$ cat src/rtl/alu_pkg.sv
// Shared ALU definitions: shift mode encodings, status flag bit positions
// and the shifter FSM states.
package alu_pkg;

  localparam logic [1:0] SH_LSL = 2'b00;
  localparam logic [1:0] SH_LSR = 2'b01;
  localparam logic [1:0] SH_ASR = 2'b10;
  localparam logic [1:0] SH_ROR = 2'b11;

  localparam int FLAG_N = 3;
  localparam int FLAG_Z = 2;
  localparam int FLAG_C = 1;
  localparam int FLAG_V = 0;

  typedef enum logic [1:0] {
    ST_IDLE = 2'd0,
    ST_RUN  = 2'd1,
    ST_DONE = 2'd2
  } state_e;

  function automatic logic [3:0] pack_flags(input logic n, input logic z,
                                            input logic c, input logic v);
    logic [3:0] f;
    f         = '0;
    f[FLAG_N] = n;
    f[FLAG_Z] = z;
    f[FLAG_C] = c;
    f[FLAG_V] = v;
    return f;
  endfunction

endpackage

$ cat src/rtl/seq_shifter_shift_step.sv
// One iteration of the shifter: moves value by k (0..STEP) positions in the
// selected mode and reports the last bit shifted out (0 when k is 0).
module shift_step
  import alu_pkg::*;
#(
  parameter int WIDTH = 32,
  parameter int STEP  = 1,
  parameter int KW    = $clog2(STEP + 1)
) (
  input  logic [WIDTH-1:0] value,
  input  logic [KW-1:0]    k,
  input  logic [1:0]       mode,
  output logic [WIDTH-1:0] shifted,
  output logic             carry
);

  logic        [WIDTH:0]   lsl_ext;
  logic        [WIDTH:0]   lsr_ext;
  logic signed [WIDTH:0]   asr_ext;
  logic        [WIDTH-1:0] rot;

  // An extra guard bit on each side captures the shifted-out bit for free.
  always_comb begin
    lsl_ext = {1'b0, value} << k;
    lsr_ext = {value, 1'b0} >> k;
    asr_ext = $signed({value, 1'b0}) >>> k;
    rot     = WIDTH'({value, value} >> k);
  end

  // NOTE: every output gets a default before the case so no latch is inferred.
  always_comb begin
    shifted = '0;
    carry   = 1'b0;
    case (mode)
      SH_LSL: begin
        shifted = lsl_ext[WIDTH-1:0];
        carry   = lsl_ext[WIDTH];
      end
      SH_LSR: begin
        shifted = lsr_ext[WIDTH:1];
        carry   = lsr_ext[0];
      end
      SH_ASR: begin
        shifted = asr_ext[WIDTH:1];
        carry   = asr_ext[0];
      end
      default: begin
        shifted = rot;
        carry   = lsr_ext[0];
      end
    endcase
  end

endmodule

$ cat src/rtl/seq_shifter.sv
// Multi-cycle LSL/LSR/ASR/ROR unit with start/ready/done handshake and
// optional NZCV update; shifts at most STEP positions per clock.
module seq_shifter
  import alu_pkg::*;
#(
  parameter int WIDTH   = 32,
  parameter int SHAMT_W = 5,
  parameter int STEP    = 1
) (
  input  logic               clk,
  input  logic               rst,
  input  logic               start,
  output logic               ready,
  input  logic [WIDTH-1:0]   op_a,
  input  logic [SHAMT_W-1:0] shamt,
  input  logic [1:0]         mode,
  input  logic               set_flags,
  input  logic [3:0]         flags_in,
  output logic [WIDTH-1:0]   result,
  output logic [3:0]         flags_out,
  output logic               done
);

  localparam int KW = $clog2(STEP + 1);

  state_e               state_q, state_d;
  logic [WIDTH-1:0]     work_q, work_d;
  logic [SHAMT_W-1:0]   rem_q, rem_d;
  logic [1:0]           mode_q, mode_d;
  logic                 sf_q, sf_d;
  logic [3:0]           fin_q, fin_d;
  logic                 carry_q, carry_d;
  logic [WIDTH-1:0]     result_q, result_d;
  logic [3:0]           flags_q, flags_d;

  logic [KW-1:0]        k;
  logic                 rem_last;
  logic [WIDTH-1:0]     step_val;
  logic                 step_carry;

  always_comb begin
    if (32'(rem_q) >= STEP) k = KW'(STEP);
    else                    k = KW'(rem_q);
    rem_last = (32'(rem_q) <= STEP);
  end

  shift_step #(
    .WIDTH (WIDTH),
    .STEP  (STEP),
    .KW    (KW)
  ) u_step (
    .value   (work_q),
    .k       (k),
    .mode    (mode_q),
    .shifted (step_val),
    .carry   (step_carry)
  );

  // NOTE: sequential state uses non-blocking assignments so every flop
  // samples the pre-edge values regardless of statement order.
  always_ff @(posedge clk) begin
    if (rst) state_q <= ST_IDLE;
    else     state_q <= state_d;
  end

  always_comb begin
    state_d = state_q;
    case (state_q)
      ST_IDLE: if (start) state_d = (shamt == '0) ? ST_DONE : ST_RUN;
      ST_RUN:  if (rem_last) state_d = ST_DONE;
      ST_DONE: state_d = ST_IDLE;
      default: state_d = ST_IDLE;
    endcase
  end

  always_comb begin
    ready = (state_q == ST_IDLE);
    done  = (state_q == ST_DONE);
  end

  always_comb begin
    work_d   = work_q;
    rem_d    = rem_q;
    mode_d   = mode_q;
    sf_d     = sf_q;
    fin_d    = fin_q;
    carry_d  = carry_q;
    result_d = result_q;
    flags_d  = flags_q;

    if (state_q == ST_IDLE && start) begin
      work_d  = op_a;
      rem_d   = shamt;
      mode_d  = mode;
      sf_d    = set_flags;
      fin_d   = flags_in;
      carry_d = flags_in[FLAG_C];
    end else if (state_q == ST_RUN) begin
      work_d  = step_val;
      rem_d   = rem_q - SHAMT_W'(k);
      carry_d = step_carry;
    end

    // Outputs load on the edge entering DONE so they are valid with done.
    if (state_d == ST_DONE) begin
      result_d = work_d;
      flags_d  = sf_d ? pack_flags(work_d[WIDTH-1], work_d == '0, carry_d,
                                   fin_d[FLAG_V])
                      : fin_d;
    end
  end

  // NOTE: the whole datapath is reset, not just the visible outputs, so a
  // reset mid-operation leaves no stale operand behind.
  always_ff @(posedge clk) begin
    if (rst) begin
      work_q   <= '0;
      rem_q    <= '0;
      mode_q   <= SH_LSL;
      sf_q     <= 1'b0;
      fin_q    <= '0;
      carry_q  <= 1'b0;
      result_q <= '0;
      flags_q  <= '0;
    end else begin
      work_q   <= work_d;
      rem_q    <= rem_d;
      mode_q   <= mode_d;
      sf_q     <= sf_d;
      fin_q    <= fin_d;
      carry_q  <= carry_d;
      result_q <= result_d;
      flags_q  <= flags_d;
    end
  end

  assign result    = result_q;
  assign flags_out = flags_q;

endmodule

$ cat config.mk
export PLATFORM = sky130hd
export DESIGN_NAME = seq_shifter
export DESIGN_NICKNAME = d
export VERILOG_FILES = /design/src/rtl/alu_pkg.sv /design/src/rtl/seq_shifter_shift_step.sv /design/src/rtl/seq_shifter.sv
export SDC_FILE = /design/constraint.sdc
export NUM_CORES = 1
export LEC_CHECK = 0
export ABC_AREA = 1
export BUFFER_PORTS_ARGS = -buffer_cell sky130_fd_sc_hd__buf_2
export CAP_MARGIN = 10
export CELL_PAD_IN_SITES_DETAIL_PLACEMENT = 0
export CELL_PAD_IN_SITES_GLOBAL_PLACEMENT = 1
export CORE_ASPECT_RATIO = 1.75
export CORE_MARGIN = 5
export CORE_UTILIZATION = 42
export DETAILED_ROUTE_END_ITERATION = 8
export PLACE_DENSITY_LB_ADDON = 0.1
export SYNTH_ARGS = -nofsm -noshare
export SYNTH_HDL_FRONTEND = slang
export SYNTH_SLANG_ARGS = --single-unit
$ cat constraint.sdc
create_clock -name clk -period 3.95 [get_ports clk]
set_input_delay 0 -clock clk [delete_from_list [all_inputs] [get_ports clk]]
set_output_delay 0 -clock clk [all_outputs]
set_load 0.005 [all_outputs]
* Word level (Yosys, flattened, before mapping) *
Index checks and enable logic that the tools add are counted.

operators by class
  muxes and demuxes = 16
  equality and inequality tests = 5
  add/subtract/negate cells = 1
  shifts and indexed selects = 4
  reduce and logical (&&, ||, !) cells = 6
  magnitude comparators = 2

operators with widths
  operator              number
  $pmux W32 S3          1
  $mux W32              2
  $shr A64 B1 Y32       1
  $shl A32 B1 Y33       1
  $shr A33 B1 Y33       1
  $sshr A33 B1 Y33      1
  $logic_not A32 Y1     1
  $mux W5               2
  $mux W4               2
  $eq A2 B2 Y1 const B  3
  $mux W2               3
  $ge A5 B1 Y1 const B  1
  $le A5 B1 Y1 const B  1
  $logic_not A5 Y1      1
  $sub A5 B1 Y5         1
  $eq A2 B1 Y1 const B  2
  $logic_not A2 Y1      2
  $mux W1               4
  $pmux W2 S2           1
  $pmux W1 S2           1
  $reduce_bool A2 Y1    1
  $logic_and A1 B1 Y1   1

storage, ports and cells
  output and inout bits = 38
  bits of input ports = 47
  logic and storage cells = 43
  register bits = 83

* Logic depth before layout (Yosys ltp) *
  depth after elaboration = 8
  depth in mapped cells = 15
  gate-level depth less buffers = 15

* Cells and area by module *
Synthesis repeated with hierarchy kept, for this count alone.

second synthesis, totals
  cells, all modules = 733
  area, all modules = 4,545.6 sq um

by module, submodules not included
  module       cells an instance  area each (sq um)  times used  sequential area each (sq um)
  seq_shifter  516                3,626.0            1           1,661.6
  shift_step   217                919.6              1           0.0

* Worst setup path after synthesis *
Ideal clock, no wire load.

  path kind = register to register
  start point = register state_q[1]
  end point = register flags_q[2], in the netlist flags_out[2]
  setup time = 66 ps
  data arrival time = 1,577 ps
  cell stages (with the launch flop) = 15
  period minus slack after synthesis = 1,643 ps
  path buffers = 1
  required time = 3,884 ps
  path slack = 2,307 ps
  cell sequence = dfxtp_1 > inv_1 > nand2_4 > nor2_8 > buf_6 > nand3_1 > nand2_1 > nor2_1 > nor2_1 > nand2_1 > nor2_1 > nand2_1 > nor2_1 > nand3_1 > a21oi_2

between the ends
  longest elaborated chain between the ends = 5
  elaborated cells on any way between the ends = 13
  those cells by class = eq/ne: 2; mux: 8; reduce/logical: 3

RTL lines
  element                                                  RTL line                                                 RTL
  from (decl)                                              seq_shifter.sv:26                                        state_e state_q, state_d;
  from (signal assigned)                                   seq_shifter.sv:63                                        else state_q <= state_d;
  $eq A2 B1 Y1 / $logic_not A2 Y1 (equally long branches)  seq_shifter.sv:68, seq_shifter.sv:98, seq_shifter.sv:91
  $mux W32 / $logic_and A1 B1 Y1 (equally long branches)   seq_shifter.sv:98, seq_shifter.sv:91
  $mux W32                                                 seq_shifter.sv:91                                        if (state_q == ST_IDLE && start) begin
  $logic_not A32 Y1                                        seq_shifter.sv:107                                       flags_d = sf_d ? pack_flags(work_d[WIDTH-1], work_d == '0, carry_d,
  $mux W4                                                  seq_shifter.sv:107
  to (signal assigned)                                     seq_shifter.sv:133                                       flags_q <= flags_d;
  to (decl)                                                seq_shifter.sv:34                                        logic [3:0] flags_q, flags_d;

Parallel ways exist; a longest one is shown, timed or not.
A chain may end at the register's enable or synchronous reset.

* Final worst setup path *
Ends and elaborated chain as after synthesis.

==> flow_summary.rst <==
.. list-table::
   :header-rows: 1

   * - Metric
     - Value
   * - Count of standard-cell rows
     - 49
   * - Via count
     - between 4000 and 5000
   * - Endpoint type of the worst setup path
     - flip-flop
   * - Dominant cell by count in the synthesized netlist
     - sky130_fd_sc_hd__nand2_1
   * - Vert. Die Dim
     - roughly 150 um
   * - Critical path start-end classification
     - reg -> reg
   * - Clock Latency Late Sink
     - roughly 340 ps
   * - Met2 usage
     - 36.7%
   * - GR Layer Usage met3
     - around 3.7%
   * - Share of the yosys chip area belonging to registers
     - a little under two fifths
   * - Placed standard-cell area
     - slightly below 0.005 mm2
   * - Mean area per synthesized cell
     - roughly 6.5 um2
   * - Initial cell density of the core
     - between 40% and 50%
   * - Final RePlAce weighted congestion
     - ~0.86
   * - Fraction of registers with async set or reset after synthesis
     - 0%
   * - Share of cells above drive strength 1
     - between 15 and 20%
   * - Highest attainable clock frequency
     - between 300 and 400 MHz
   * - Skew final
     - approximately 5.1 ps
   * - Placeable core region
     - between 0.01 and 0.015 mm2
   * - CTS tree
     - yes
   * - Total detailed-routing wirelength
     - roughly 13 mm
   * - Global Route Usage Sum
     - between 20% and 30%
   * - Kind of start point of the critical path
     - flip-flop
   * - Count of endpoints failing setup in the final report
     - 0
   * - Gate count of the mapped netlist
     - 683
   * - Clock Tree Buf Depth
     - 2
   * - Prevailing post-synth register cell
     - sky130_fd_sc_hd__dfxtp_1
   * - IR Drop Worst-Case VDD
     - approximately 340 uV
   * - Min Tclk post-route
     - ~2600 ps
   * - HPWL after detailed placement
     - between 9 and 10 mm
   * - Hold Fails Final Rpt
     - 0
   * - DP Cell Count
     - between 800 and 900
   * - Most used routing layer
     - met2
   * - Total grt overflow
     - 0
   * - Total Nets Final
     - around 800
   * - First drt pass iteration count
     - 4
   * - Average via count per standard cell
     - approximately 4.9
   * - Fin area
     - between 0.005 and 0.006 mm2
   * - Top cells by area, synth
     - sky130_fd_sc_hd__dfxtp_1, sky130_fd_sc_hd__nand2_1, sky130_fd_sc_hd__inv_1
   * - Post-synth EDFFs
     - 0
   * - Number of distinct standard cells referenced by the synthesized netlist
     - 36
   * - Area fraction of the dominant cell type after synthesis
     - between 30 and 40%
   * - Data arrival time at the worst-slack endpoint
     - 2850 ps
   * - Leak pwr
     - approximately 2.9 nW
   * - Tcrit/Tclk final
     - 65.1%
   * - Count of max-cap constraint violations
     - 0
   * - Transition at the pin with the smallest max-transition slack
     - between 800 and 900 ps
   * - Cell area after synthesis
     - approximately 0.0045 mm2
   * - Number of nets produced by synthesis
     - between 700 and 800
   * - Summed negative setup slack over all endpoints
     - 0 ps
   * - Buffers inserted during post-CTS setup optimization
     - 0
   * - Wire length of the first global-routing pass
     - 21.3 mm
   * - Routed length per placed instance
     - between 10 and 15 um
   * - Top fanout value on the critical path
     - 32
   * - Setup repair after global routing missed its margin
     - false
   * - Critical Path Start
     - state_q[1]
   * - Start of the worst register-to-register path
     - state_q[1]
   * - Synthesis Warnings
     - 0
   * - Number of slew-limit violations in the final report
     - 0
   * - IO Count
     - 85
   * - Violation count after the first detailed-route iteration
     - ~290
   * - Drc violations
     - 0
   * - Result of the run
     - finished clean
   * - Pre-CTS WS
     - around 1400 ps
   * - Hold Path Origin
     - op_a[28]
   * - Setup ws final
     - around 1400 ps
   * - Total number of clock tree sinks
     - 83
   * - Die Span X
     - between 80 and 90 um
   * - Number of buffers created by CTS
     - 9
   * - Clk pin slew, worst setup/hold paths
     - roughly 60 ps
   * - Worst hold-check path type
     - in -> reg
   * - H-tree level count
     - 3
   * - Number of storage elements in the synthesis netlist
     - between 80 and 90
   * - Root buf cell
     - sky130_fd_sc_hd__clkbuf_16
   * - P&R area growth vs syn
     - 18.9%
   * - Fin util
     - 51.1%
   * - Antenna violations before repair
     - 0
   * - Antenna violation net count after detailed routing
     - 0
   * - Met1 Track Usage GR
     - 23.8%
   * - ANT cells
     - 0
   * - Leading area contributor after synthesis
     - sky130_fd_sc_hd__dfxtp_1
   * - Power per cell area
     - around 520 mW/mm2
   * - Maximum number of pins on one net before global-route repair
     - 61
   * - Relative max-transition margin
     - between 40% and 50%
   * - Vias in the first global route
     - 4312
   * - Input/output buffers
     - 84
   * - Required time of the critical path
     - around 4200 ps
   * - Flop2flop setup slack
     - between 1000 and 1500 ps
   * - Leading cell types by count after synthesis
     - sky130_fd_sc_hd__nand2_1, sky130_fd_sc_hd__inv_1, sky130_fd_sc_hd__nor2_1
   * - Final Non-Filler Cells
     - between 800 and 900
   * - Filler cells
     - about 1100
   * - DIE AREA
     - 0.0128 mm2
==> worst paths after layout <==
path	endpoint	cells past startpoint
setup / recovery	flags_out[2]	14
hold / removal	work_q[28]	5
setup reg to reg	flags_out[2]	14
hold reg to reg	result[0]	2
==> layout by cell type (no fill, tap or decap), types with 2 or more instances in the layout <==
| master | count |
|---|---|
| sky130_fd_sc_hd__nor2_8 | 2 |
| sky130_fd_sc_hd__bufinv_16 | 3 |
| sky130_fd_sc_hd__nand4_1 | 2 |
| sky130_fd_sc_hd__a31oi_1 | 5 |
| sky130_fd_sc_hd__clkbuf_16 | 9 |
| sky130_fd_sc_hd__inv_1 | 112 |
| sky130_fd_sc_hd__clkinvlp_4 | 2 |
| sky130_fd_sc_hd__o21ai_0 | 13 |
| sky130_fd_sc_hd__mux2i_1 | 3 |
| sky130_fd_sc_hd__nand2_1 | 170 |
| sky130_fd_sc_hd__o2111ai_1 | 2 |
| sky130_fd_sc_hd__o22ai_1 | 2 |
| sky130_fd_sc_hd__nor2_2 | 10 |
| sky130_fd_sc_hd__nor2_1 | 100 |
| sky130_fd_sc_hd__dfxtp_1 | 83 |
| sky130_fd_sc_hd__nand2_2 | 3 |
| sky130_fd_sc_hd__dlygate4sd3_1 | 11 |
| sky130_fd_sc_hd__inv_2 | 2 |
| sky130_fd_sc_hd__o21a_1 | 3 |
| sky130_fd_sc_hd__a21oi_2 | 2 |
| sky130_fd_sc_hd__a21oi_1 | 10 |
| sky130_fd_sc_hd__buf_2 | 84 |
| sky130_fd_sc_hd__o211ai_1 | 34 |
| sky130_fd_sc_hd__buf_4 | 5 |
| sky130_fd_sc_hd__or2_2 | 4 |
| sky130_fd_sc_hd__nand3_2 | 2 |
| sky130_fd_sc_hd__nand3_1 | 71 |
==> logic make-up after synthesis <==
kind of cell | share of synthesized area, %
and+or+nand+nor | 35.7
buffers and inverters | 14.8
DFF | 37.3
AOI/OAI and AO/OA | 11.0
muxes | 0.675
xor gates and xnor gates | 0.197
adders and majority gates | 0.281
==> where the power goes <==
group | switching [mW] | total [mW] | internal (mW)
registers | 0.0497 | 0.991 | 0.941
clock network | 0.355 | 0.974 | 0.619
logic | 0.519 | 0.776 | 0.257
==> worst max-delay path, cell delays in order, from the launching register on <==
cell	delay, ps
sky130_fd_sc_hd__dfxtp_1	350
sky130_fd_sc_hd__inv_1	90
sky130_fd_sc_hd__nand2_4	160
sky130_fd_sc_hd__inv_2	150
sky130_fd_sc_hd__nand2_2	510
sky130_fd_sc_hd__nand2_1	110
sky130_fd_sc_hd__nand2_1	80
sky130_fd_sc_hd__nor2_1	40
sky130_fd_sc_hd__nor2_1	360
sky130_fd_sc_hd__nand2_1	100
sky130_fd_sc_hd__nor2_1	120
sky130_fd_sc_hd__nand2_1	50
sky130_fd_sc_hd__nor2_1	140
sky130_fd_sc_hd__nand3_1	120
sky130_fd_sc_hd__a21oi_2	120
==> registers in the layout (all words and copies together) (netlist names) <==
name       count
state_q        2
sf_q           1
result        32
rem_q          5
fin_q          4
carry_q        1
flags_out      4
mode_q         2
work_q        32
==> what timing repair did <==
| action | CTS | global route |
|---|---|---|
| endpoints found under the setup margin | 0 | 0 |
| resized for setup | 0 | 0 |
| hold buffers | 11 | 0 |
| endpoints found under the hold margin | 11 | 0 |
==> area by class of cell <==
cell class	instances	area, um2	share of cell area, %
Tap cell	127	159	3.00
Inverter	114	428	8.09
Clock inverter	6	114	2.15
Clock buffer	10	229	4.33
Multi-Input combinational cell	448	2130	40.3
Timing Repair Buffer	100	568	10.7
Sequential cell	83	1660	31.4
==> metrics by stage <==
step | hold slack [ps] | total power, mW
2_1_floorplan | 156 | 1.58
3_3_place_gp | 261 | 1.77
3_5_place_dp | 269 | 1.78
4_1_cts | 2.98 | 2.77
5_1_grt | 36.4 | 2.92
6_report | 17.9 | 2.74
==> metal layers <==
| layer | vias to the layer above | part of all wire, % |
|---|---|---|
| li1 | 2263 | - |
| met1 | 1983 | 40 |
| met2 | 113 | 51 |
| met3 | 36 | 4.3 |
| met4 | 0 | 5.0 |
| met5 | - | 0 |
Note: power is estimated with default switching activity, not from simulation.
